`config.mk`:
```
export PLATFORM = sky130hd
export DESIGN_NAME = wb_stage
export DESIGN_NICKNAME = d
export VERILOG_FILES = /design/src/rtl/wb_stage.sv
export SDC_FILE = /design/constraint.sdc
export NUM_CORES = 1
export LEC_CHECK = 0
export ABC_AREA = 1
export CORE_MARGIN = 4
export CORE_UTILIZATION = 35
export CTS_CLUSTER_SIZE = 10
export DETAILED_ROUTE_END_ITERATION = 6
export PLACE_DENSITY = 0.74
export SLEW_MARGIN = 20
export SYNTH_ARGS = -nofsm -noshare
export SYNTH_HDL_FRONTEND = slang
export SYNTH_SLANG_ARGS = --single-unit
```
`constraint.sdc`:
```
create_clock -name clk -period 2.3 [get_ports clk]
set_clock_uncertainty 0.05 [all_clocks]
set_input_delay 0.23 -clock clk [delete_from_list [all_inputs] [get_ports clk]]
set_output_delay 0.23 -clock clk [all_outputs]
set_load 0.05 [all_outputs]
```
`src/rtl/wb_stage.sv`:
```
// -----------------------------------------------------------------------------
// wb_stage -- writeback stage of the RISC-V core.
//
// Holds the instruction leaving the MEM stage in a pipeline register.
// It extracts and extends load data from the data memory read word. It
// selects the value written to the register file and drops writes to x0.
// It mirrors the write port onto a forwarding tap for the hazard unit and
// counts retired instructions.
//
// Parameters
//   XLEN       datapath width (only 32 is supported)
//   CNT_WIDTH  width of the retired-instruction counter
//
// Ports
//   clk            core clock, all state updates on the rising edge
//   rst_n          synchronous active-low reset
//   stall          hold the WB register contents (has priority over flush)
//   flush          load a bubble instead of the incoming instruction
//   in_valid       MEM stage holds a real instruction
//   in_reg_write   instruction writes rd
//   in_rd          destination register
//   in_wb_sel      00 ALU, 01 MEM, 10 PC+4, 11 ALU (reserved)
//   in_funct3      load size / signedness
//   in_alu_result  ALU result, also the load byte address
//   in_pc          instruction PC
//   mem_rdata      data memory read word, valid while the load sits in WB
//   rf_we/wa/wd    register file write port
//   fwd_valid/addr/data  forwarding tap, identical to the write port
//   instret        retired-instruction count
// -----------------------------------------------------------------------------
module wb_stage #(
    parameter int XLEN      = 32,
    parameter int CNT_WIDTH = 32
) (
    input  logic                 clk,
    input  logic                 rst_n,
    input  logic                 stall,
    input  logic                 flush,
    input  logic                 in_valid,
    input  logic                 in_reg_write,
    input  logic [4:0]           in_rd,
    input  logic [1:0]           in_wb_sel,
    input  logic [2:0]           in_funct3,
    input  logic [XLEN-1:0]      in_alu_result,
    input  logic [XLEN-1:0]      in_pc,
    input  logic [XLEN-1:0]      mem_rdata,
    output logic                 rf_we,
    output logic [4:0]           rf_wa,
    output logic [XLEN-1:0]      rf_wd,
    output logic                 fwd_valid,
    output logic [4:0]           fwd_addr,
    output logic [XLEN-1:0]      fwd_data,
    output logic [CNT_WIDTH-1:0] instret
);

    // Writeback source select encoding.
    typedef enum logic [1:0] {
        WB_ALU  = 2'b00,
        WB_MEM  = 2'b01,
        WB_PC4  = 2'b10,
        WB_ALU2 = 2'b11
    } wb_sel_e;

    // Load funct3 encodings; anything else behaves as a full word.
    localparam logic [2:0] F3_LB  = 3'b000;
    localparam logic [2:0] F3_LH  = 3'b001;
    localparam logic [2:0] F3_LBU = 3'b100;
    localparam logic [2:0] F3_LHU = 3'b101;

    // -------------------------------------------------------------------------
    // Pipeline register
    // -------------------------------------------------------------------------
    logic                 v_q,     v_d;
    logic                 rw_q,    rw_d;
    logic [4:0]           rd_q,    rd_d;
    wb_sel_e              sel_q,   sel_d;
    logic [2:0]           f3_q,    f3_d;
    logic [XLEN-1:0]      alu_q,   alu_d;
    logic [XLEN-1:0]      pc_q,    pc_d;
    logic [CNT_WIDTH-1:0] instret_q, instret_d;

    logic retire;

    // An instruction leaves WB on any edge where the slot is valid and not
    // held. Stores, branches and x0 writes count as well.
    assign retire = v_q & ~stall;

    always_comb begin
        // NOTE: every variable gets a default first, so no path through the
        // block leaves one unassigned and no latch is inferred.
        v_d       = v_q;
        rw_d      = rw_q;
        rd_d      = rd_q;
        sel_d     = sel_q;
        f3_d      = f3_q;
        alu_d     = alu_q;
        pc_d      = pc_q;
        instret_d = instret_q + {{(CNT_WIDTH-1){1'b0}}, retire};

        if (!stall) begin
            if (flush) begin
                // Bubble: only the control bits matter. The datapath
                // fields keep their old values.
                v_d  = 1'b0;
                rw_d = 1'b0;
            end else begin
                v_d   = in_valid;
                rw_d  = in_reg_write;
                rd_d  = in_rd;
                sel_d = wb_sel_e'(in_wb_sel);
                f3_d  = in_funct3;
                alu_d = in_alu_result;
                pc_d  = in_pc;
            end
        end
    end

    // NOTE: sequential state uses non-blocking assignments only, so every
    // flop samples its _d value from before the edge and never from a
    // sibling flop updated in the same edge.
    always_ff @(posedge clk) begin
        if (!rst_n) begin
            // NOTE: the datapath fields are reset along with the control
            // bits. This keeps rf_wa/rf_wd free of X right after reset,
            // even while mem_rdata is still undriven.
            v_q       <= 1'b0;
            rw_q      <= 1'b0;
            rd_q      <= '0;
            sel_q     <= WB_ALU;
            f3_q      <= '0;
            alu_q     <= '0;
            pc_q      <= '0;
            instret_q <= '0;
        end else begin
            v_q       <= v_d;
            rw_q      <= rw_d;
            rd_q      <= rd_d;
            sel_q     <= sel_d;
            f3_q      <= f3_d;
            alu_q     <= alu_d;
            pc_q      <= pc_d;
            instret_q <= instret_d;
        end
    end

    // -------------------------------------------------------------------------
    // Load extraction
    // -------------------------------------------------------------------------
    logic [1:0]      byte_off;
    logic [7:0]      load_byte;
    logic [15:0]     load_half;
    logic [XLEN-1:0] load_data;

    assign byte_off = alu_q[1:0];

    always_comb begin
        load_byte = mem_rdata[7:0];
        unique case (byte_off)
            2'd0: load_byte = mem_rdata[7:0];
            2'd1: load_byte = mem_rdata[15:8];
            2'd2: load_byte = mem_rdata[23:16];
            2'd3: load_byte = mem_rdata[31:24];
            default: load_byte = mem_rdata[7:0];
        endcase
    end

    // Halfword selection uses only off[1]. A misaligned halfword silently
    // reads the aligned halfword that contains it, and no trap is raised.
    assign load_half = byte_off[1] ? mem_rdata[31:16] : mem_rdata[15:0];

    always_comb begin
        case (f3_q)
            F3_LB:   load_data = {{(XLEN-8){load_byte[7]}},   load_byte};
            F3_LBU:  load_data = {{(XLEN-8){1'b0}},           load_byte};
            F3_LH:   load_data = {{(XLEN-16){load_half[15]}}, load_half};
            F3_LHU:  load_data = {{(XLEN-16){1'b0}},          load_half};
            // LW plus the reserved encodings 011, 110, 111.
            default: load_data = mem_rdata;
        endcase
    end

    // -------------------------------------------------------------------------
    // Writeback mux and write port
    // -------------------------------------------------------------------------
    logic [XLEN-1:0] wb_data;
    logic [XLEN-1:0] link_addr;

    // Return address for JAL/JALR. It wraps modulo 2^XLEN.
    assign link_addr = pc_q + XLEN'(4);

    // mem_rdata reaches the output only when the MEM source is selected.
    // An undriven memory bus therefore cannot put X on rf_wd for other
    // sources.
    always_comb begin
        unique case (sel_q)
            WB_MEM:  wb_data = load_data;
            WB_PC4:  wb_data = link_addr;
            WB_ALU,
            WB_ALU2: wb_data = alu_q;
            default: wb_data = alu_q;
        endcase
    end

    // The write enable depends only on registered state. It stays high
    // through a stall, and rewriting the same value is harmless.
    assign rf_we = v_q & rw_q & (rd_q != 5'd0);
    assign rf_wa = rd_q;
    assign rf_wd = wb_data;

    // The forwarding tap is the write port itself. It adds no latency.
    assign fwd_valid = rf_we;
    assign fwd_addr  = rf_wa;
    assign fwd_data  = rf_wd;

    assign instret = instret_q;

endmodule

```
==> impl_results.md <==
- Clock transition at path regs: around 0.070 ns
- Vias: approximately 7800
- DIE HEIGHT: around 150 um
- Crit Path Max Fanout: 4
- Std cell rows: 50
- CTS Buf Count: 9
- Power per Cell Area: about 570 mW/mm^2
- Average vias per placed instance: 5.164
- Count of unresolved DRC violations after routing: 0
- Transition time of the tightest slew-check pin: ~0.70 ns
- Number of enable-type register cells in the synthesized netlist: 0
- Area fraction of the dominant cell type after synthesis: 0.3225
- Largest net degree at the start of global routing: between 80 and 90
- Data required time of the worst path: about 2.0 ns
- DIE WIDTH: between 100 and 150 um
- TritonRoute pass-1 iters: 5
- Top-level I/O count: 220
- Initial Util: 0.3572
- Final weighted congestion of routability-driven global placement: 0.9620
- Number of global-route vias before repair: 7278
- Area after detailed placement: between 0.009 and 0.01 sq mm
- Sum of net half-perimeters after detailed placement: 19920 um
- Post-synthesis async set-or-reset flop share: 0
- Antenna Cells: 0
- Post-layout net count: between 1000 and 1500
- P&R area growth vs syn: 50.56%
- Tightest Hold Check Type: in2reg
- Worst slew margin relative to its limit: 0.5318
- Mean post-synth cell area: 6.179 sq um
- Leading cell type by number of instances after synthesis: sky130_fd_sc_hd__nand2_1
- Primary flip-flop cell chosen by synthesis mapping: sky130_fd_sc_hd__dfxtp_1
- Highest clock frequency the design can meet: 438.8 MHz
- Clock latency at the later pin of the worst-skew pair: about 0.36 ns
- Synth Instances: around 1100
- VDD IR max: between 0.0003 and 0.0004 V
- Crit share post-route: 0.9909
- Type of the setup path with the least slack: reg2out
- Part of the Yosys area used for sequential elements: 0.3225
- Setup slack, reg-to-reg: 0.40 ns
- Number of hold-slack violations in the final timing report: 0
- Die Area: roughly 0.021 sq mm
- Global route total overflow: 0
- Setup Viol. Count Final: 0
- Detail Route Antenna Nets: 0
- Crit path time final: roughly 2.3 ns
- Maxcap violations: 0
- Library cell occupying the most area in the post-synthesis netlist: sky130_fd_sc_hd__dfxtp_1
- Status: finished, final reports clean
- Clock tree from TritonCTS: yes
- Worst hold-check slack: 0.3716 ns
- Arrival time at the worst endpoint: about 2 ns
- Number of flip-flops and latches in the synthesized netlist: 108
- Setup repair after global routing missed its margin: yes
- WL per Instance: around 17 um
- WL final: 25890 um
- Core region area: 0.01877 sq mm
- Number of antenna violations at the first check in global routing: 0
- Clock tree buffer depth: 2
- Global-route usage over all layers: 0.2297
- Design area: about 0.010 sq mm
- Number of distinct library cell variants in the gate-level netlist after synthesis: 39
- Post-synthesis net count: roughly 1200
- Share of layout cells above drive strength 1: 0.2158
- H-tree Lvls: 3
- List of most frequent post-synthesis cells: sky130_fd_sc_hd__nand2_1, sky130_fd_sc_hd__nor2_1, sky130_fd_sc_hd__dfxtp_1
- Final slew viol count: 0
- Combined area of all synthesized cells: about 0.0067 sq mm
- Clock root buffer: sky130_fd_sc_hd__clkbuf_16
- CP startpoint kind: register
- Syn. warnings: 0
- IO buf count: roughly 220
- Initial drt markers: 511
- Cell types occupying the most area after synthesis: sky130_fd_sc_hd__dfxtp_1, sky130_fd_sc_hd__nand2_1, sky130_fd_sc_hd__nor2_1
- Type of destination of the critical path: output pin
- TritonCTS Sinks: ~110
- First-pass GRT wire length: 39410 um
- Static leakage power: 4.034 nW
per-stage QoR:
step	power, mW	worst slack [ns]	util	setup TNS [ns]	cells
global route	5.997	-0.06610	0.5378	-0.7462	1513
floorplan	3.226	-0.2299	-	-0.4311	1085
finish	5.791	0.02086	0.5378	0	1513
CTS	5.684	-0.01030	0.5127	-0.02044	1503
global placement	3.899	0.07608	0.4803	0	1482
detailed placement	3.908	0.05026	0.4803	0	1482
critical path: stages (launching register included):
cell and delay (ns):
sky130_fd_sc_hd__dfxtp_4 0.38, sky130_fd_sc_hd__ha_4 0.16, sky130_fd_sc_hd__nand2_4 0.07, sky130_fd_sc_hd__nor2_4 0.15, sky130_fd_sc_hd__nand2_4 0.09, sky130_fd_sc_hd__nor2_4 0.14
sky130_fd_sc_hd__nand2_1 0.07, sky130_fd_sc_hd__nand2_1 0.07, sky130_fd_sc_hd__nand3_2 0.10, sky130_fd_sc_hd__a21oi_4 0.22, sky130_fd_sc_hd__buf_6 0.19
flip-flops by register name (all words and copies together), names as in the netlist:
register	flops
sel_q	2
fwd_addr	5
v_q	1
alu_q	32
rw_q	1
pc_q	32
f3_q	3
instret	32
cell families (layout without fill, tap and decap cells):
kind of cell	after synthesis	in the layout	share of synthesized area
muxes	2	2	0.002986
xor gates and xnor gates	10	10	0.01307
buffers and inverters	170	364	0.1215
adders and majority gates	5	5	0.009332
and+or+nand+nor	576	576	0.3623
DFF	108	108	0.3225
AOI/OAI and AO/OA	214	214	0.1683
what timing repair did:
| action | in CTS | in global routing |
|---|---|---|
| hold buffers | 0 | 0 |
| pin swaps | 9 | 40 |
| buffers inserted | 6 | 10 |
| setup endpoints to repair | 62 | 64 |
| resized for setup | 78 | 118 |
layout make-up:
| cell class | count | area (sq um) |
|---|---|---|
| Sequential cell | 108 | 2223 |
| Multi-Input combinational cell | 807 | 4204 |
| Tap cell | 234 | 292.8 |
| Fill cell | 1824 | 8675 |
| Clock inverter | 5 | 83.83 |
| Clock buffer | 10 | 239.0 |
| Inverter | 90 | 341.6 |
| Timing Repair Buffer | 259 | 2709 |
where the power goes:
part | internal [mW] | switching [mW] | total [mW]
registers | 1.96 | 0.0921 | 2.05
logic | 0.793 | 1.23 | 2.02
clock network | 0.983 | 0.739 | 1.72
final timing paths:
| check | start | end | cells past startpoint |
|---|---|---|---|
| max | pc_q[3] | fwd_data[20] | 10 |
| min | rst_n | v_q | 3 |
| max reg2reg | v_q | instret[20] | 13 |
| min reg2reg | rw_q | rw_q | 2 |
per-layer routing:
layer,wire [um],GRT usage
met3,1995,0.05183
met4,904,0.06961
met5,0,0
met2,12130,0.3883
met1,10860,0.2929
layout by cell type (no fill, tap or decap), types with 3 or more instances in the layout:
cell type / synthesis / final
sky130_fd_sc_hd__clkinvlp_4: 0 / 3
sky130_fd_sc_hd__a21oi_4: 0 / 8
sky130_fd_sc_hd__dfxtp_4: 0 / 11
sky130_fd_sc_hd__nand3_1: 50 / 39
sky130_fd_sc_hd__buf_12: 0 / 17
sky130_fd_sc_hd__o21ai_1: 2 / 7
sky130_fd_sc_hd__nand3_4: 1 / 4
sky130_fd_sc_hd__o21ai_2: 0 / 7
sky130_fd_sc_hd__buf_4: 40 / 45
sky130_fd_sc_hd__inv_2: 5 / 13
sky130_fd_sc_hd__a21oi_2: 0 / 10
sky130_fd_sc_hd__nor2_4: 6 / 17
sky130_fd_sc_hd__nand2_4: 0 / 5
sky130_fd_sc_hd__nor2_1: 224 / 196
sky130_fd_sc_hd__clkdlybuf4s50_1: 0 / 154
sky130_fd_sc_hd__o21bai_1: 5 / 5
sky130_fd_sc_hd__nor2_2: 11 / 28
sky130_fd_sc_hd__o21ai_0: 100 / 88
sky130_fd_sc_hd__clkbuf_16: 0 / 9
sky130_fd_sc_hd__xor2_1: 8 / 8
sky130_fd_sc_hd__dfxtp_2: 0 / 16
sky130_fd_sc_hd__dfxtp_1: 108 / 81
sky130_fd_sc_hd__buf_8: 0 / 3
sky130_fd_sc_hd__a21oi_1: 92 / 74
sky130_fd_sc_hd__nor3_1: 5 / 5
sky130_fd_sc_hd__nand2_1: 248 / 236
sky130_fd_sc_hd__inv_1: 84 / 75
sky130_fd_sc_hd__nand2_2: 9 / 16
sky130_fd_sc_hd__ha_4: 0 / 3
sky130_fd_sc_hd__buf_6: 2 / 39
sky130_fd_sc_hd__nand4_1: 6 / 6
sky130_fd_sc_hd__nand3_2: 2 / 10
sky130_fd_sc_hd__nand3b_1: 10 / 10
Power figures use the tool's default switching activity.
